### src/rtl/hv_enable_seq.sv
// -----------------------------------------------------------------------------
// hv_enable_seq
//
// High-voltage enable controller for the HEMT bias supply channels.
//   * Per-channel and broadcast on/off commands from the NI command decoder.
//   * Per-channel trip inputs are filtered (TRIP_FILT consecutive high samples)
//     and latched into sticky alarms. An alarmed channel is forced off and
//     cannot be re-enabled until the host clears the alarm.
//   * A broadcast "all on" is executed as a staggered turn-on, one channel
//     every STAGGER_CYC clocks, to limit inrush current.
//
// Ports:
//   clk          master clock
//   rst          asynchronous active-high reset
//   addr         channel select; NCHAN = broadcast, above NCHAN = invalid
//   din          commanded state (1 = on)
//   enable_cntl  single-cycle command strobe
//   clr_alarm    single-cycle alarm-clear strobe (uses addr)
//   trip         raw per-channel trip inputs, active high, pre-synchronised
//   hv_en_n      registered HV enables, active low
//   alarm        registered sticky alarm status
//   busy         high while a staggered broadcast enable is in progress
//   cmd_rej      one-cycle pulse after a rejected command
// -----------------------------------------------------------------------------
module hv_enable_seq #(
    parameter int NCHAN       = 20,
    parameter int ADDR_W      = 5,
    parameter int TRIP_FILT   = 4,
    parameter int STAGGER_CYC = 1000
) (
    input  logic              clk,
    input  logic              rst,
    input  logic [ADDR_W-1:0] addr,
    input  logic              din,
    input  logic              enable_cntl,
    input  logic              clr_alarm,
    input  logic [NCHAN-1:0]  trip,
    output logic [NCHAN-1:0]  hv_en_n,
    output logic [NCHAN-1:0]  alarm,
    output logic              busy,
    output logic              cmd_rej
);

    // -------------------------------------------------------------------------
    // Local constants
    // -------------------------------------------------------------------------
    localparam int CNT_W = $clog2(TRIP_FILT + 1);
    localparam int TMR_W = (STAGGER_CYC > 1) ? $clog2(STAGGER_CYC) : 1;

    localparam logic [0:0] ST_IDLE    = 1'b0;
    localparam logic [0:0] ST_STAGGER = 1'b1;

    localparam logic [ADDR_W-1:0] BCAST_ADDR = ADDR_W'(NCHAN);
    localparam logic [ADDR_W-1:0] LAST_CH    = ADDR_W'(NCHAN - 1);
    localparam logic [TMR_W-1:0]  TMR_LAST   = TMR_W'(STAGGER_CYC - 1);
    localparam logic [CNT_W-1:0]  CNT_MAX    = CNT_W'(TRIP_FILT);
    localparam logic [CNT_W-1:0]  CNT_HIT    = CNT_W'(TRIP_FILT - 1);

    // -------------------------------------------------------------------------
    // State
    // -------------------------------------------------------------------------
    logic [NCHAN-1:0]  hv_en_n_q, hv_en_n_d;
    logic [NCHAN-1:0]  alarm_q,   alarm_d;
    logic              cmd_rej_q, cmd_rej_d;
    logic [0:0]        state_q,   state_d;
    logic [ADDR_W-1:0] ch_idx_q,  ch_idx_d;
    logic [TMR_W-1:0]  tmr_q,     tmr_d;
    logic [CNT_W-1:0]  cnt_q [NCHAN];
    logic [CNT_W-1:0]  cnt_d [NCHAN];

    // -------------------------------------------------------------------------
    // Address decode
    // -------------------------------------------------------------------------
    logic [NCHAN-1:0] addr_sel;
    logic             addr_bcast;
    logic             addr_bad;

    always_comb begin
        // NOTE: every combinational output gets a default before any
        // conditional assignment so no latch is inferred.
        addr_sel   = '0;
        addr_bcast = (addr == BCAST_ADDR);
        addr_bad   = (addr > BCAST_ADDR);
        for (int i = 0; i < NCHAN; i++) begin
            addr_sel[i] = (addr == ADDR_W'(i));
        end
    end

    // -------------------------------------------------------------------------
    // Trip filter and alarm latch
    // -------------------------------------------------------------------------
    logic [NCHAN-1:0] trip_hit;   // filter reaches TRIP_FILT on this edge
    logic [NCHAN-1:0] clr_hit;    // alarm clear accepted on this edge
    logic [NCHAN-1:0] alarmed;    // alarm before the edge or being set on it

    always_comb begin
        trip_hit = '0;
        clr_hit  = '0;
        for (int i = 0; i < NCHAN; i++) begin
            cnt_d[i] = '0;
            if (trip[i]) begin
                cnt_d[i]    = (cnt_q[i] == CNT_MAX) ? cnt_q[i] : cnt_q[i] + CNT_W'(1);
                // The current sample is the TRIP_FILT-th consecutive high one
                // once the count already holds TRIP_FILT-1 (or is saturated).
                trip_hit[i] = (cnt_q[i] >= CNT_HIT);
            end
            // A clear is honoured only while the trip itself has gone away,
            // so it can never collide with a same-edge alarm set.
            clr_hit[i] = clr_alarm && (addr_sel[i] || addr_bcast) && !trip[i];
        end
        alarmed = alarm_q | trip_hit;
        alarm_d = alarmed & ~clr_hit;
    end

    // -------------------------------------------------------------------------
    // Command decode and rejection
    // -------------------------------------------------------------------------
    logic cmd_bcast_on;
    logic cmd_bcast_off;
    logic cmd_single;
    logic single_alarm_rej;

    always_comb begin
        cmd_bcast_on     = enable_cntl && addr_bcast && din;
        cmd_bcast_off    = enable_cntl && addr_bcast && !din;
        cmd_single       = enable_cntl && !addr_bcast && !addr_bad;
        // Uses the pre-clear alarm view so an enable plus clear on the same
        // alarmed channel is still refused.
        single_alarm_rej = din && ((addr_sel & alarmed) != '0);

        cmd_rej_d = 1'b0;
        if (enable_cntl && addr_bad) begin
            cmd_rej_d = 1'b1;
        end
        if (clr_alarm && addr_bad) begin
            cmd_rej_d = 1'b1;
        end
        if (state_q == ST_STAGGER && (cmd_bcast_on || cmd_single)) begin
            cmd_rej_d = 1'b1;
        end
        if (state_q == ST_IDLE && cmd_single && single_alarm_rej) begin
            cmd_rej_d = 1'b1;
        end
    end

    // -------------------------------------------------------------------------
    // Sequencer FSM and enable next-state
    // -------------------------------------------------------------------------
    always_comb begin
        state_d   = state_q;
        ch_idx_d  = ch_idx_q;
        tmr_d     = tmr_q;
        hv_en_n_d = hv_en_n_q;

        case (state_q)
            ST_IDLE: begin
                if (cmd_bcast_on) begin
                    state_d  = ST_STAGGER;
                    ch_idx_d = '0;
                    tmr_d    = '0;
                end
                if (cmd_single && !single_alarm_rej) begin
                    for (int i = 0; i < NCHAN; i++) begin
                        if (addr_sel[i]) begin
                            hv_en_n_d[i] = ~din;
                        end
                    end
                end
            end

            ST_STAGGER: begin
                // Slot timer: a channel is serviced whenever the timer sits
                // at zero, i.e. on the edge after entry and every
                // STAGGER_CYC edges thereafter.
                tmr_d = (tmr_q == TMR_LAST) ? '0 : tmr_q + TMR_W'(1);
                if (tmr_q == '0) begin
                    for (int i = 0; i < NCHAN; i++) begin
                        if (ch_idx_q == ADDR_W'(i)) begin
                            hv_en_n_d[i] = 1'b0;
                        end
                    end
                    if (ch_idx_q == LAST_CH) begin
                        state_d  = ST_IDLE;
                        ch_idx_d = '0;
                    end else begin
                        ch_idx_d = ch_idx_q + ADDR_W'(1);
                    end
                end
            end

            default: begin
                state_d  = ST_IDLE;
                ch_idx_d = '0;
                tmr_d    = '0;
            end
        endcase

        // Broadcast off wins from any state and aborts a running sequence.
        if (cmd_bcast_off) begin
            hv_en_n_d = '1;
            state_d   = ST_IDLE;
            ch_idx_d  = '0;
            tmr_d     = '0;
        end

        // Alarm override is applied last: an alarmed channel (including one
        // whose slot comes up while alarmed) is always driven off.
        hv_en_n_d = hv_en_n_d | alarmed;
    end

    // -------------------------------------------------------------------------
    // Registers
    // -------------------------------------------------------------------------
    always_ff @(posedge clk or posedge rst) begin
        if (rst) begin
            hv_en_n_q <= '1;
            alarm_q   <= '0;
            cmd_rej_q <= 1'b0;
            state_q   <= ST_IDLE;
            ch_idx_q  <= '0;
            tmr_q     <= '0;
            // NOTE: the filter counters are plain flops, not a RAM, so they
            // are reset along with everything else; a stale count would
            // otherwise shorten the first trip filter after reset.
            for (int i = 0; i < NCHAN; i++) begin
                cnt_q[i] <= '0;
            end
        end else begin
            // NOTE: sequential state uses non-blocking assignments so every
            // flop samples the pre-edge values computed above.
            hv_en_n_q <= hv_en_n_d;
            alarm_q   <= alarm_d;
            cmd_rej_q <= cmd_rej_d;
            state_q   <= state_d;
            ch_idx_q  <= ch_idx_d;
            tmr_q     <= tmr_d;
            for (int i = 0; i < NCHAN; i++) begin
                cnt_q[i] <= cnt_d[i];
            end
        end
    end

    // -------------------------------------------------------------------------
    // Outputs
    // -------------------------------------------------------------------------
    assign hv_en_n = hv_en_n_q;
    assign alarm   = alarm_q;
    assign busy    = (state_q == ST_STAGGER);
    assign cmd_rej = cmd_rej_q;

endmodule

### config.mk
export PLATFORM = sky130hd
export DESIGN_NAME = hv_enable_seq
export DESIGN_NICKNAME = d
export VERILOG_FILES = /design/src/rtl/hv_enable_seq.sv
export SDC_FILE = /design/constraint.sdc
export NUM_CORES = 1
export LEC_CHECK = 0
export BUFFER_PORTS_ARGS = -buffer_cell sky130_fd_sc_hd__clkbuf_2
export CAP_MARGIN = 30
export CORE_UTILIZATION = 50
export CTS_CLUSTER_SIZE = 16
export DETAILED_ROUTE_END_ITERATION = 12
export HOLD_SLACK_MARGIN = 0.15
export PLACE_DENSITY = 0.78
export SYNTH_ARGS = -nofsm -noshare
export SYNTH_HDL_FRONTEND = slang
export SYNTH_SLANG_ARGS = --single-unit
### constraint.sdc
create_clock -name clk -period 3.6 [get_ports clk]
set_clock_uncertainty 0.15 [all_clocks]
set_input_delay 0.72 -clock clk [delete_from_list [all_inputs] [get_ports clk]]
set_output_delay 0.72 -clock clk [all_outputs]
set_load 0.005 [all_outputs]
# Yosys cells after proc, flatten, opt, wreduce, memory -nomap -nowiden

Index checks and enable logic that the tools add are counted.
Widths: inputs -> output; s select.

Bits in registers: 117
Input bits: 30
Output and inout port bits: 42
Word-level logic and storage cells: 382

$add $sub $neg: 22
Order comparisons: 21
Equal/unequal tests: 82
Multiplexer cells: 122
Bitwise logic cells: 7
Reduce and logical (&&, ||, !) cells: 102

Operators with widths:

| cell                  | number |
|---|---|
| $mux 3                | 40 |
| $eq 5x4->1 const B    | 16 |
| $mux 1                | 68 |
| $add 3x1->3 const B   | 20 |
| $eq 3x3->1 const B    | 20 |
| $ge 3x2->1 const B    | 20 |
| $mux 20               | 3 |
| $logic_and 1x1->1     | 52 |
| $eq 5x5->1 const B    | 9 |
| $and 20x20->20        | 2 |
| $eq 5x3->1 const B    | 8 |
| $ne 2x2->1 const B    | 20 |
| $or 20x20->20         | 2 |
| $pmux 20 s2           | 1 |
| $mux 10               | 3 |
| $logic_not 1->1       | 24 |
| $logic_or 1x1->1      | 21 |
| $eq 5x2->1 const B    | 4 |
| $mux 5                | 4 |
| $not 20->20           | 1 |
| $pmux 10 s2           | 1 |
| $reduce_bool 20->1    | 1 |
| $add 10x1->10 const B | 1 |
| $eq 10x10->1 const B  | 1 |
| other kinds (11)      | 14 |

# Depth between registers and ports, before layout

Depth after elaboration: 12
Mapped depth: 8
Depth with buffers taken out: 8

# Worst setup path after synthesis

OpenSTA, ideal clock, no wires.

Kind: register to register
Start: reg cnt_q[30] (netlist bit)
End: reg cmd_rej_q (netlist: cmd_rej)
Setup time: 0.126 ns
Arrival time: 1.991 ns
Path slack: 1.332 ns
Stages on the path, launching flop included: 9
Buffers on the path: 0
Cells stage by stage: dfrtp_1 -> ha_1 -> ha_1 -> a211o_1 -> a21oi_1 -> o22ai_1 -> nor4_1 -> a31oi_1 -> a311o_1

Word-level cells in the longest chain between the ends: 8

RTL lines:

| what                              | line | RTL |
|---|---|---|
| from (decl)                       | 68   | `logic [CNT_W-1:0] cnt_q [NCHAN];` |
| from (signal, indexed assignment) | 238  | `cnt_q[i] <= cnt_d[i];` |
| $ge 3x2->1                        | 105  | `trip_hit[i] = (cnt_q[i] >= CNT_HIT);` |
| $mux 1                            | 101  | `if (trip[i]) begin` |
| $or 20x20->20                     | 111  | `alarmed = alarm_q \| trip_hit;` |
| $and 20x20->20                    | 129  | `single_alarm_rej = din && ((addr_sel & alarmed) != '0);` |
| $reduce_bool 20->1                | 129  |  |
| $logic_and 1x1->1                 | 129  |  |
| $logic_and 1x1->1                 | 141  | `if (state_q == ST_IDLE && cmd_single && single_alarm_rej) begin` |
| $mux 1                            | 141  |  |
| via cmd_rej_d                     | 64   | `logic cmd_rej_q, cmd_rej_d;` |
| to (signal assigned)              | 233  | `cmd_rej_q <= cmd_rej_d;` |
| to (decl)                         | 64   |  |

The timed path passes the listed nets, and every way through them passes these cells.
A chain may end at the register's enable or synchronous reset.

# Final worst setup path

Start: reg cnt_q[0] (netlist bit)
End: reg cmd_rej_q (netlist: cmd_rej)

Same word-level chain as after synthesis.

==> impl_metrics.tcl <==
set metrics [dict create \
    status "complete, no violations" \
    numCtsBuffers 17 \
    cp.required_ps 3740 \
    endpoint_kind "flop" \
    ys_ff_latch 117 \
    cts_tree "yes" \
    grt_pass1_wl_mm 29.3 \
    ctsHtreeMaxLevel 4 \
    slowest_delay_ps 430 \
    postCtsHoldBufs 1 \
    dp_hpwl_mm 12.5 \
    hold_path.class "reg2reg" \
    track_usage 0.257 \
    fin_ws_ps 959 \
    synth_area_um2 7010 \
    clkSinkCount 117 \
    ctsResizeCount 0 \
    synth_edf_count 0 \
    drv_slew 0 \
    clkLatencyLatePin_ps 410 \
    cap_violations 0 \
    final_nets 957 \
    ys_async_sr_fraction 1.00 \
    antenna_cells 0 \
    core-area_um2 13500 \
    detail-route-antenna-nets 0 \
    tightest_slew_ps 877 \
    yosysUniqueCellTypes 58 \
    start_kind "flop" \
    grt_max_degree 58 \
    routedWlPerCell_um 16.7 \
    post_cts_buffers 0 \
    wirelength_mm 17.5 \
    clk_path_buf_depth 2 \
    drive_gt1_frac 0.155 \
    area_delta_synth_final_pct 16.9 \
    synth-seq-area-share 0.421 \
    critPathArrivalTime_ps 2780 \
    start_util 0.521 \
    dr.first_iter.drc_count 890 \
    max_clock_freq_ghz 0.379 \
    slowest_stage "dfrtp_1" \
    worst-path-max-fanout 4 \
    die_y_um 120 \
    synth.net_count 883 \
    rows 42 \
    gp_congestion 0.962 \
    path_clk_slew_ps 50 \
    hold_viol 0 \
    crit_chain "ha_1 > ha_1 > a211o_1 > a21oi_1 > a211oi_1 > a211oi_1 > a31oi_1 > a311o_1" \
    dieArea_um2 14500 \
    peakVddDrop_uv 315 \
    min_period_ps 2640 \
    path_class "reg2reg" \
    ys.flop_type "dfrtp_1" \
    overflow 0 \
    root_buffer "clkbuf_16" \
    die_w_um 120 \
    grt_pass1_vias 6056 \
    finalSetupViolations 0 \
    fin_tns_setup_ps 0 \
    rsz0062_at_grt "no" \
    synth_warnings 0 \
    io_pins 72 \
    io_buffers 71 \
    drc 0 \
    antenna_found_initial 0 \
    fin_total_pwr_uw 6150 \
    avgSynthCellArea_um2 8.92 \
    power_density_nw_per_um2 751 \
    hold_ws_ps 393 \
    vias_per_cell 5.85 \
    vias 6140 \
    total_leakage_power_uw 0.00386 \
    synth_cells 786 \
    nFillCells 1122 \
    first_pass_iters 6 \
    pre_cts_ws_ps 943 \
    min_period_over_period 0.734 \
    max_slew_margin 0.413 \
]
[final timing paths]
kind	startpoint	end	slack (ps)	cells past startpoint
max	cnt_q[0]	cmd_rej	960	8
min	alarm[17]	hv_en_n[17]	390	2
max reg2reg	cnt_q[0]	cmd_rej	960	8
min reg2reg	alarm[17]	hv_en_n[17]	390	2
max in group asynchronous	rst	cnt_q[27]	1710	4
min in group asynchronous	rst	cnt_q[57]	680	3
[routing by layer]
layer | GRT usage | wire, µm
met1 | 0.336 | 7360
met2 | 0.407 | 8160
met3 | 0.0618 | 1420
met4 | 0.109 | 534
met5 | 0 | 0
[cell usage after synthesis (all sizes together), types with 6 or more instances]
cell type,count,share of area
ha,67,0.12
buf,9,0.0071
o21ai,42,0.030
o211ai,14,0.015
a21oi,63,0.046
nand3,44,0.031
nor3,10,0.0079
nand2,101,0.054
dfstp,20,0.075
a31oi,30,0.027
inv,91,0.049
clkbuf,14,0.0075
nand4,7,0.0062
a211o,18,0.022
dfrtp,97,0.35
a211oi,8,0.0086
and3,11,0.0098
nor2,43,0.024
nand2b,7,0.0062
nor2b,6,0.0054
xnor2,22,0.027
[final cells by class]
cell class	count	area, µm²	area share
tap	176	220	0.0269
clock inverter	8	145	0.0177
clock buffer	24	492	0.0600
timing repair buffer	78	423	0.0516
inverter	92	349	0.0426
sequential	117	2950	0.361
multi-input combinational	554	3610	0.441
[critical path: cells and delay by family, from the launching register on]
| family | cells | cell delay (ps) |
|---|---|---|
| AOI/OAI and AO/OA | 6 | 1550 |
| DFF | 1 | 430 |
| adders and majority gates | 2 | 400 |
[report_power, final]
part           total (µW)  internal (µW)  switching [µW]
Combinational        2060            902            1160
Sequential           2270           1800             475
Clock                1820           1230             589
Total                6150           3930            2220
[flip-flops by register name (all words and copies together), names as in the netlist]
name and cells:
cnt_q 60, alarm 20, hv_en_n 20, tmr_q 10, ch_idx_q 5, busy 1, cmd_rej 1
[metrics by stage]
| stage | utilization | cell area, µm² | instances |
|---|---|---|---|
| 2_1_floorplan | - | 7010 | 786 |
| 3_3_place_gp | 0.561 | 7540 | 1016 |
| 3_5_place_dp | 0.561 | 7540 | 1016 |
| 4_1_cts | 0.609 | 8190 | 1049 |
| 5_1_grt | 0.609 | 8190 | 1049 |
| 6_report | 0.609 | 8190 | 1049 |
[cell usage in the layout, fill, tap and decap left out, types with 8 or more instances in the layout]
cell,n
and3_1,11
o211ai_1,14
nor2_1,42
clkbuf_16,17
dfrtp_1,97
xnor2_1,22
a211oi_1,8
a31oi_1,30
nor3_1,9
inv_1,90
clkbuf_2,71
a21oi_1,62
nand2_1,101
dfstp_2,20
o21ai_0,37
a211o_1,18
ha_1,67
nand3_1,44
[logic make-up (layout without fill, tap and decap cells)]
group                    Yosys count  after routing  synth area share
multiplexers                       4              4           0.00571
flip-flops                       117            117             0.421
AO/OA/AOI/OAI                    209            209             0.191
AND/OR/NAND/NOR                  250            250             0.168
XOR/XNOR                          24             24            0.0300
adder cells (fa/ha/maj)           67             67             0.120
buffers and inverters            115            202            0.0639
Power figures use the tool's default switching activity.
